==> config.mk <==
export PLATFORM = sky130hd
export DESIGN_NAME = local_bus_controller
export DESIGN_NICKNAME = d
export VERILOG_FILES = /design/src/rtl/local_bus_pkg.sv /design/src/rtl/local_bus_controller_sync2.sv /design/src/rtl/local_bus_controller.sv
export SDC_FILE = /design/constraint.sdc
export NUM_CORES = 1
export LEC_CHECK = 0
export ABC_CLOCK_PERIOD_IN_PS = 5450
export CAP_MARGIN = 20
export CORE_ASPECT_RATIO = 1.5
export CORE_MARGIN = 1.5
export CORE_UTILIZATION = 40
export DETAILED_ROUTE_END_ITERATION = 10
export DONT_BUFFER_PORTS = 1
export PLACE_DENSITY = 0.53
export REMOVE_ABC_BUFFERS = 1
export SYNTH_ARGS = -nofsm -noshare
export SYNTH_HDL_FRONTEND = slang
export SYNTH_SLANG_ARGS = --single-unit
export TNS_END_PERCENT = 5
==> constraint.sdc <==
create_clock -name clk -period 5.45 [get_ports clk]
set_input_delay 1.09 -clock clk [delete_from_list [all_inputs] [get_ports clk]]
set_output_delay 1.09 -clock clk [all_outputs]
set_load 0.02 [all_outputs]
==> src/rtl/local_bus_pkg.sv <==
`default_nettype none
// ============================================================================
// Module      : local_bus_pkg
// Description : Shared strobe levels, DSACK port-size encodings and the bus
//               sequencer state type for the 68030 local bus controller.
// Revision    : 1.0 - initial release
// ============================================================================
package local_bus_pkg;

    // CPU/VME strobes are active-low
    localparam logic ACTIVE   = 1'b0;
    localparam logic INACTIVE = 1'b1;

    // DSACK[1:0] port-size encodings seen by the 68030
    localparam logic [1:0] DSACK_32   = 2'b00;
    localparam logic [1:0] DSACK_16   = 2'b01;
    localparam logic [1:0] DSACK_8    = 2'b10;
    localparam logic [1:0] DSACK_NONE = 2'b11;

    // Bus-cycle sequencer states
    typedef enum logic [2:0] {
        IDLE = 3'd0,
        WAIT = 3'd1,
        ACK  = 3'd2,
        VME  = 3'd3,
        BERR = 3'd4
    } bus_state_t;

endpackage
`default_nettype wire

==> src/rtl/local_bus_controller_sync2.sv <==
`default_nettype none
// ============================================================================
// Module      : sync2
// Description : Two-flop synchronizer with parameterized width and reset
//               value, used to bring asynchronous VME strobes into clk.
// Revision    : 1.0 - initial release
// ============================================================================
module sync2 #(
    parameter int               WIDTH       = 1,
    parameter logic [WIDTH-1:0] RESET_VALUE = '1
) (
    input  logic             clk,
    input  logic             rst,
    input  logic [WIDTH-1:0] i_async,
    output logic [WIDTH-1:0] o_sync
);

    logic [WIDTH-1:0] r_meta;
    logic [WIDTH-1:0] r_sync;

    // Two-stage capture; the first stage may go metastable, the second settles
    always_ff @(posedge clk or posedge rst) begin
        if (rst) begin
            r_meta <= RESET_VALUE;
            r_sync <= RESET_VALUE;
        end else begin
            r_meta <= i_async;
            r_sync <= r_meta;
        end
    end

    assign o_sync = r_sync;

endmodule
`default_nettype wire

==> src/rtl/local_bus_controller.sv <==
`default_nettype none
// ============================================================================
// Module      : local_bus_controller
// Description : 68030 local bus-cycle sequencer. Terminates ROM/RAM/serial
//               cycles with per-device wait states and DSACK port size,
//               forwards synchronized VME DSACK/BERR to the CPU.
//               Optional macro LOCAL_BUS_TIMEOUT_EN adds a bus-error timeout
//               for VME cycles that are never answered.
// Revision    : 1.0 - initial release
// ============================================================================
module local_bus_controller
    import local_bus_pkg::*;
#(
    parameter int ROM_WAIT       = 3,
    parameter int RAM_WAIT       = 1,
    parameter int SERIAL_WAIT    = 6,
    parameter int TIMEOUT_CYCLES = 255
) (
    input  logic       clk,
    input  logic       reset,
    input  logic       cpu_as,
    input  logic       request_rom,
    input  logic       request_ram,
    input  logic       request_serial,
    input  logic       request_vme_a16,
    input  logic       request_vme_a24,
    input  logic       request_vme_a40,
    input  logic [1:0] vme_dsack,
    input  logic       vme_berr,
    output logic [1:0] cpu_dsack,
    output logic       cpu_berr
);

    localparam logic [3:0] c_rom_wait    = 4'(ROM_WAIT);
    localparam logic [3:0] c_ram_wait    = 4'(RAM_WAIT);
    localparam logic [3:0] c_serial_wait = 4'(SERIAL_WAIT);

    // Reject wait/timeout values the 4-bit and 8-bit counters cannot hold
    if (ROM_WAIT < 0 || ROM_WAIT > 15 || RAM_WAIT < 0 || RAM_WAIT > 15 ||
        SERIAL_WAIT < 0 || SERIAL_WAIT > 15 ||
        TIMEOUT_CYCLES < 1 || TIMEOUT_CYCLES > 255) begin : g_param_check
        $error("local_bus_controller: parameter out of range");
    end

    bus_state_t r_state;
    bus_state_t w_state_next;
    logic [3:0] r_wait;
    logic [3:0] w_wait_next;
    logic [1:0] r_size;
    logic [1:0] w_size_next;
    logic [1:0] r_dsack;
    logic [1:0] w_dsack_next;
    logic       r_berr;
    logic       w_berr_next;

    logic [1:0] w_vme_dsack_sync;
    logic       w_vme_berr_sync;
    logic       w_vme_req;
    logic       w_as_active;
    logic       w_timeout_hit;

    sync2 #(
        .WIDTH       (2),
        .RESET_VALUE (2'b11)
    ) u_sync_dsack (
        .clk     (clk),
        .rst     (reset),
        .i_async (vme_dsack),
        .o_sync  (w_vme_dsack_sync)
    );

    sync2 #(
        .WIDTH       (1),
        .RESET_VALUE (1'b1)
    ) u_sync_berr (
        .clk     (clk),
        .rst     (reset),
        .i_async (vme_berr),
        .o_sync  (w_vme_berr_sync)
    );

    assign w_as_active = (cpu_as == ACTIVE);
    assign w_vme_req   = (request_vme_a16 == ACTIVE) ||
                         (request_vme_a24 == ACTIVE) ||
                         (request_vme_a40 == ACTIVE);

`ifdef LOCAL_BUS_TIMEOUT_EN
    localparam logic [7:0] c_timeout_cycles = 8'(TIMEOUT_CYCLES);

    logic [7:0] r_timeout;
    logic [7:0] w_timeout_inc;

    // Saturating increment so a stuck cycle never wraps back below the limit
    assign w_timeout_inc = (r_timeout == 8'hFF) ? r_timeout : r_timeout + 8'd1;
    assign w_timeout_hit = (w_vme_dsack_sync == DSACK_NONE) &&
                           (w_timeout_inc >= c_timeout_cycles);

    // Count VME cycles with no DSACK seen; cleared whenever the bus is idle
    always_ff @(posedge clk or posedge reset) begin
        if (reset) begin
            r_timeout <= 8'd0;
        end else if (r_state == IDLE) begin
            r_timeout <= 8'd0;
        end else if (r_state == VME && w_vme_dsack_sync == DSACK_NONE) begin
            r_timeout <= w_timeout_inc;
        end
    end
`else
    assign w_timeout_hit = 1'b0;
`endif

    // State, wait counter, latched port size and registered CPU strobes
    always_ff @(posedge clk or posedge reset) begin
        if (reset) begin
            r_state <= IDLE;
            r_wait  <= 4'd0;
            r_size  <= DSACK_NONE;
            r_dsack <= DSACK_NONE;
            r_berr  <= INACTIVE;
        end else begin
            r_state <= w_state_next;
            r_wait  <= w_wait_next;
            r_size  <= w_size_next;
            r_dsack <= w_dsack_next;
            r_berr  <= w_berr_next;
        end
    end

    // Next-state and next-output decode; outputs describe the state being entered
    always_comb begin
        w_state_next = r_state;
        w_wait_next  = r_wait;
        w_size_next  = r_size;
        w_dsack_next = DSACK_NONE;
        w_berr_next  = INACTIVE;

        unique case (r_state)
            IDLE: begin
                if (w_as_active && request_rom == ACTIVE) begin
                    w_state_next = WAIT;
                    w_wait_next  = c_rom_wait;
                    w_size_next  = DSACK_16;
                end else if (w_as_active && request_ram == ACTIVE) begin
                    w_state_next = WAIT;
                    w_wait_next  = c_ram_wait;
                    w_size_next  = DSACK_32;
                end else if (w_as_active && request_serial == ACTIVE) begin
                    w_state_next = WAIT;
                    w_wait_next  = c_serial_wait;
                    w_size_next  = DSACK_8;
                end else if (w_vme_req) begin
                    w_state_next = VME;
                end
            end

            WAIT: begin
                // An abort on the final wait cycle still suppresses DSACK
                if (!w_as_active) begin
                    w_state_next = IDLE;
                end else if (r_wait == 4'd0) begin
                    w_state_next = ACK;
                    w_dsack_next = r_size;
                end else begin
                    w_wait_next = r_wait - 4'd1;
                end
            end

            ACK: begin
                if (!w_as_active) begin
                    w_state_next = IDLE;
                end else begin
                    w_dsack_next = r_size;
                end
            end

            VME: begin
                // Bus error outranks any DSACK synchronized in the same cycle
                if (!w_as_active) begin
                    w_state_next = IDLE;
                end else if (w_vme_berr_sync == ACTIVE || w_timeout_hit) begin
                    w_state_next = BERR;
                    w_berr_next  = ACTIVE;
                end else begin
                    w_dsack_next = w_vme_dsack_sync;
                end
            end

            BERR: begin
                if (!w_as_active) begin
                    w_state_next = IDLE;
                end else begin
                    w_berr_next = ACTIVE;
                end
            end

            default: begin
                w_state_next = IDLE;
            end
        endcase
    end

    assign cpu_dsack = r_dsack;
    assign cpu_berr  = r_berr;

endmodule
`default_nettype wire

==> flow_summary.ini <==
[power_and_ir_drop]
p_sw_frac = 0.365
p_comb_frac = 0.356
p_seq_frac = 0.479
p_total_uw = 488
p_per_area_nw_per_um2 = 521
power_leakage_nw = 0.376
p_clk_frac = 0.165
peakVddDrop_uv = 233
p_int_uw = 310
p_switching_uw = 178

[clock_tree]
root_buffer = clkbuf_4
cts.repair.resized = 0
clk_latency_ns = 0.29
cts_buffer_depth = 2
postCtsSetupBuffers = 0
cts_made_buffers = 3
cts_hold_buf = 0
clk_pin_slew_ns = 0.10
cts_tree = built
htreeDepth = 1
cts.sinks = 18

[drt]
vias = 615
route.met2.wl_um = 740
final_antenna_net_count = 0
drc = 0
routedWlPerCell_um = 14.4
top_layer = met4
met3_length_um = 51
wl_met1_um = 684
drtIter0Drc = 11
wirelength_um = 1530
via_per_inst = 5.80
firstDrtPassIters = 4

[logic_synthesis]
yosys_warnings = 0
synth-seq-cells = 18
synth.cell_area_um2 = 885
yosys.area.top_type_share = 0.327
yosys_most_used_dff = dfstp_2
synth_cell_types = 34
async_flop_share = 1.00
synthTopCellsByArea = dfstp_2 (33%), dfrtp_1 (20%), nor2_1 (3.0%), nor2b_1 (2.8%), o32a_4 (2.5%)
yosys-top-cells-count = dfstp_2 (11), dfrtp_1 (7), nor2_1 (7)
synth_largest_area_cell = dfstp_2
synth.yosys.seq_area_share = 0.525
synth-edff-count = 0
synth.avg_cell_area_um2 = 10.7
syn_inst = 83
yosysMostFrequentCell = dfstp_2

[worst_setup_path]
cp_top_family = simple AND/OR/NAND/NOR gates
max_stage_delay_ns = 0.56
endpoint_kind = flip-flop
rrSetupSlack_ns = 3.45
r2r_cells = 4
critPathArrivalTime_ns = 2.23
slowest_stage = dfrtp_1
path_max_fanout = 14
cp.required_ns = 5.69
path_cells = or3b_4 > o32a_4 > or4_1 > nand3_1
path_class = reg2reg
worst-path-buf-inv = 0
start_kind = flip-flop
path_depth = 4

[grt]
grtUsageTotal = 0.158
grt_pass1_vias = 555
grt_max_degree = 19
grt-ovfl-total = 0
grt_pass1_wl_um = 2460
antenna_found_initial = 0

[sta]
finalSetupViolations = 0
rsz0062_at_grt = false
tightest_slew_ns = 0.640
period_share = 0.366
final_max_slew_viol_count = 0
fin_skew_ns = 0.00533
finalCriticalPeriod_ns = 2.00
hold_viol_final = 0
fmaxAchievable_ghz = 0.501
setup_tns_ns = 0
relSlewSlack = 0.573

[min_path]
hold_class = reg2reg
min_delay_path_depth = 0

[die]
io_pins = 15
die_h_um = 60.6
start_util = 0.431
fp.coreArea_um2 = 2050
die_w_um = 41.4
dieArea_um2 = 2510
rows = 20

[outcome]
status = complete, no violations

[flow_run]
maxCapViolCount = 0

[layout]
antennaDiodeCount = 0
fin_util = 0.457
nNetsFinal = 98
area_growth_pct = 5.94
drive_above_1_share = 0.238

[place]
dp_hpwl_um = 1140
numPortBuffers = 0
gp_congestion = 0.773
[sequential cells by signal, indices dropped and copies added (netlist names), 2 cells and up]
| signal | count |
|---|---|
| cpu_dsack | 2 |
| r_size | 2 |
| r_state | 3 |
| r_wait | 4 |
| u_sync_dsack.o_sync | 2 |
| u_sync_dsack.r_meta | 2 |
[routing by layer]
layer  vias up  track usage
li1        307            -
met1       294        0.186
met2        10        0.232
met3         4       0.0440
met4         0        0.124
met5         -            0
[placed cells by master, fill, tap and decap left out]
master,count
a31oi_1,2
and2_1,1
o211ai_1,1
nand3_1,3
clkbuf_4,3
o21ai_0,3
or3b_4,1
or3b_2,1
nand4b_1,1
nor2_1,7
mux2_2,1
dfstp_2,11
clkbuf_8,1
mux2i_1,1
a31o_2,1
nor3b_1,2
nand2b_1,2
o2bb2ai_1,1
and3_1,1
nor3_1,1
inv_1,5
a21oi_1,4
o22a_1,2
a221o_1,2
a21o_1,1
o32a_4,1
nand2_1,3
dfrtp_1,7
nor4b_1,1
o31ai_1,2
a211oi_1,2
or3_1,3
nor2b_1,4
ha_1,1
or4_1,1
[final cells by class]
| type | instances | area [µm²] |
|---|---|---|
| clock buffers | 4 | 36.3 |
| multi-input cells | 57 | 390 |
| well taps | 22 | 27.5 |
| flip-flops and latches | 18 | 464 |
| inverters | 5 | 18.8 |
| fillers | 201 | 1110 |
[final timing paths]
kind,endpoint,start
max,r_wait[3]$_DFFE_PP0P_,r_state[0]$_DFFE_PP0P_
min,u_sync_berr.o_sync$_DFF_PP1_,u_sync_berr.r_meta$_DFF_PP1_
max reg2reg,r_wait[3]$_DFFE_PP0P_,r_state[0]$_DFFE_PP0P_
min reg2reg,u_sync_berr.o_sync$_DFF_PP1_,u_sync_berr.r_meta$_DFF_PP1_
max in group asynchronous,r_wait[2]$_DFFE_PP0P_,reset
min in group asynchronous,r_state[2]$_DFFE_PP0P_,reset
[stage by stage]
stage                     cells  cell area (µm²)  hold WS (ns)  worst slack (ns)
final                       106              937         0.361              3.45
after global routing        106              937         0.372              3.35
after CTS                   106              937         0.363              3.44
after detailed placement    102              901         0.348              3.20
after global placement      102              901         0.345              3.22
after floorplan              80              873         0.345              3.25
[worst register-to-register path, cell delays in order (launching register included)]
cell     delay, ns
dfrtp_1       0.56
or3b_4        0.46
o32a_4        0.36
or4_1         0.47
nand3_1       0.09
[power groups by stage]
stage               Clock [mW]  Combinational [mW]  Sequential, mW
floorplan                    0               0.149           0.223
global placement             0               0.177           0.237
detailed placement           0               0.175           0.237
CTS                     0.0826               0.177           0.234
global route            0.0904               0.198           0.241
finish                  0.0807               0.174           0.234
[cells by family after synthesis]
group,synth area share
AOI/OAI and AO/OA,0.192
buffers and inverters,0.0339
adders and majority gates,0.0141
muxes,0.0240
and+or+nand+nor,0.211
DFF,0.525
(Power assumes the default switching activity.)
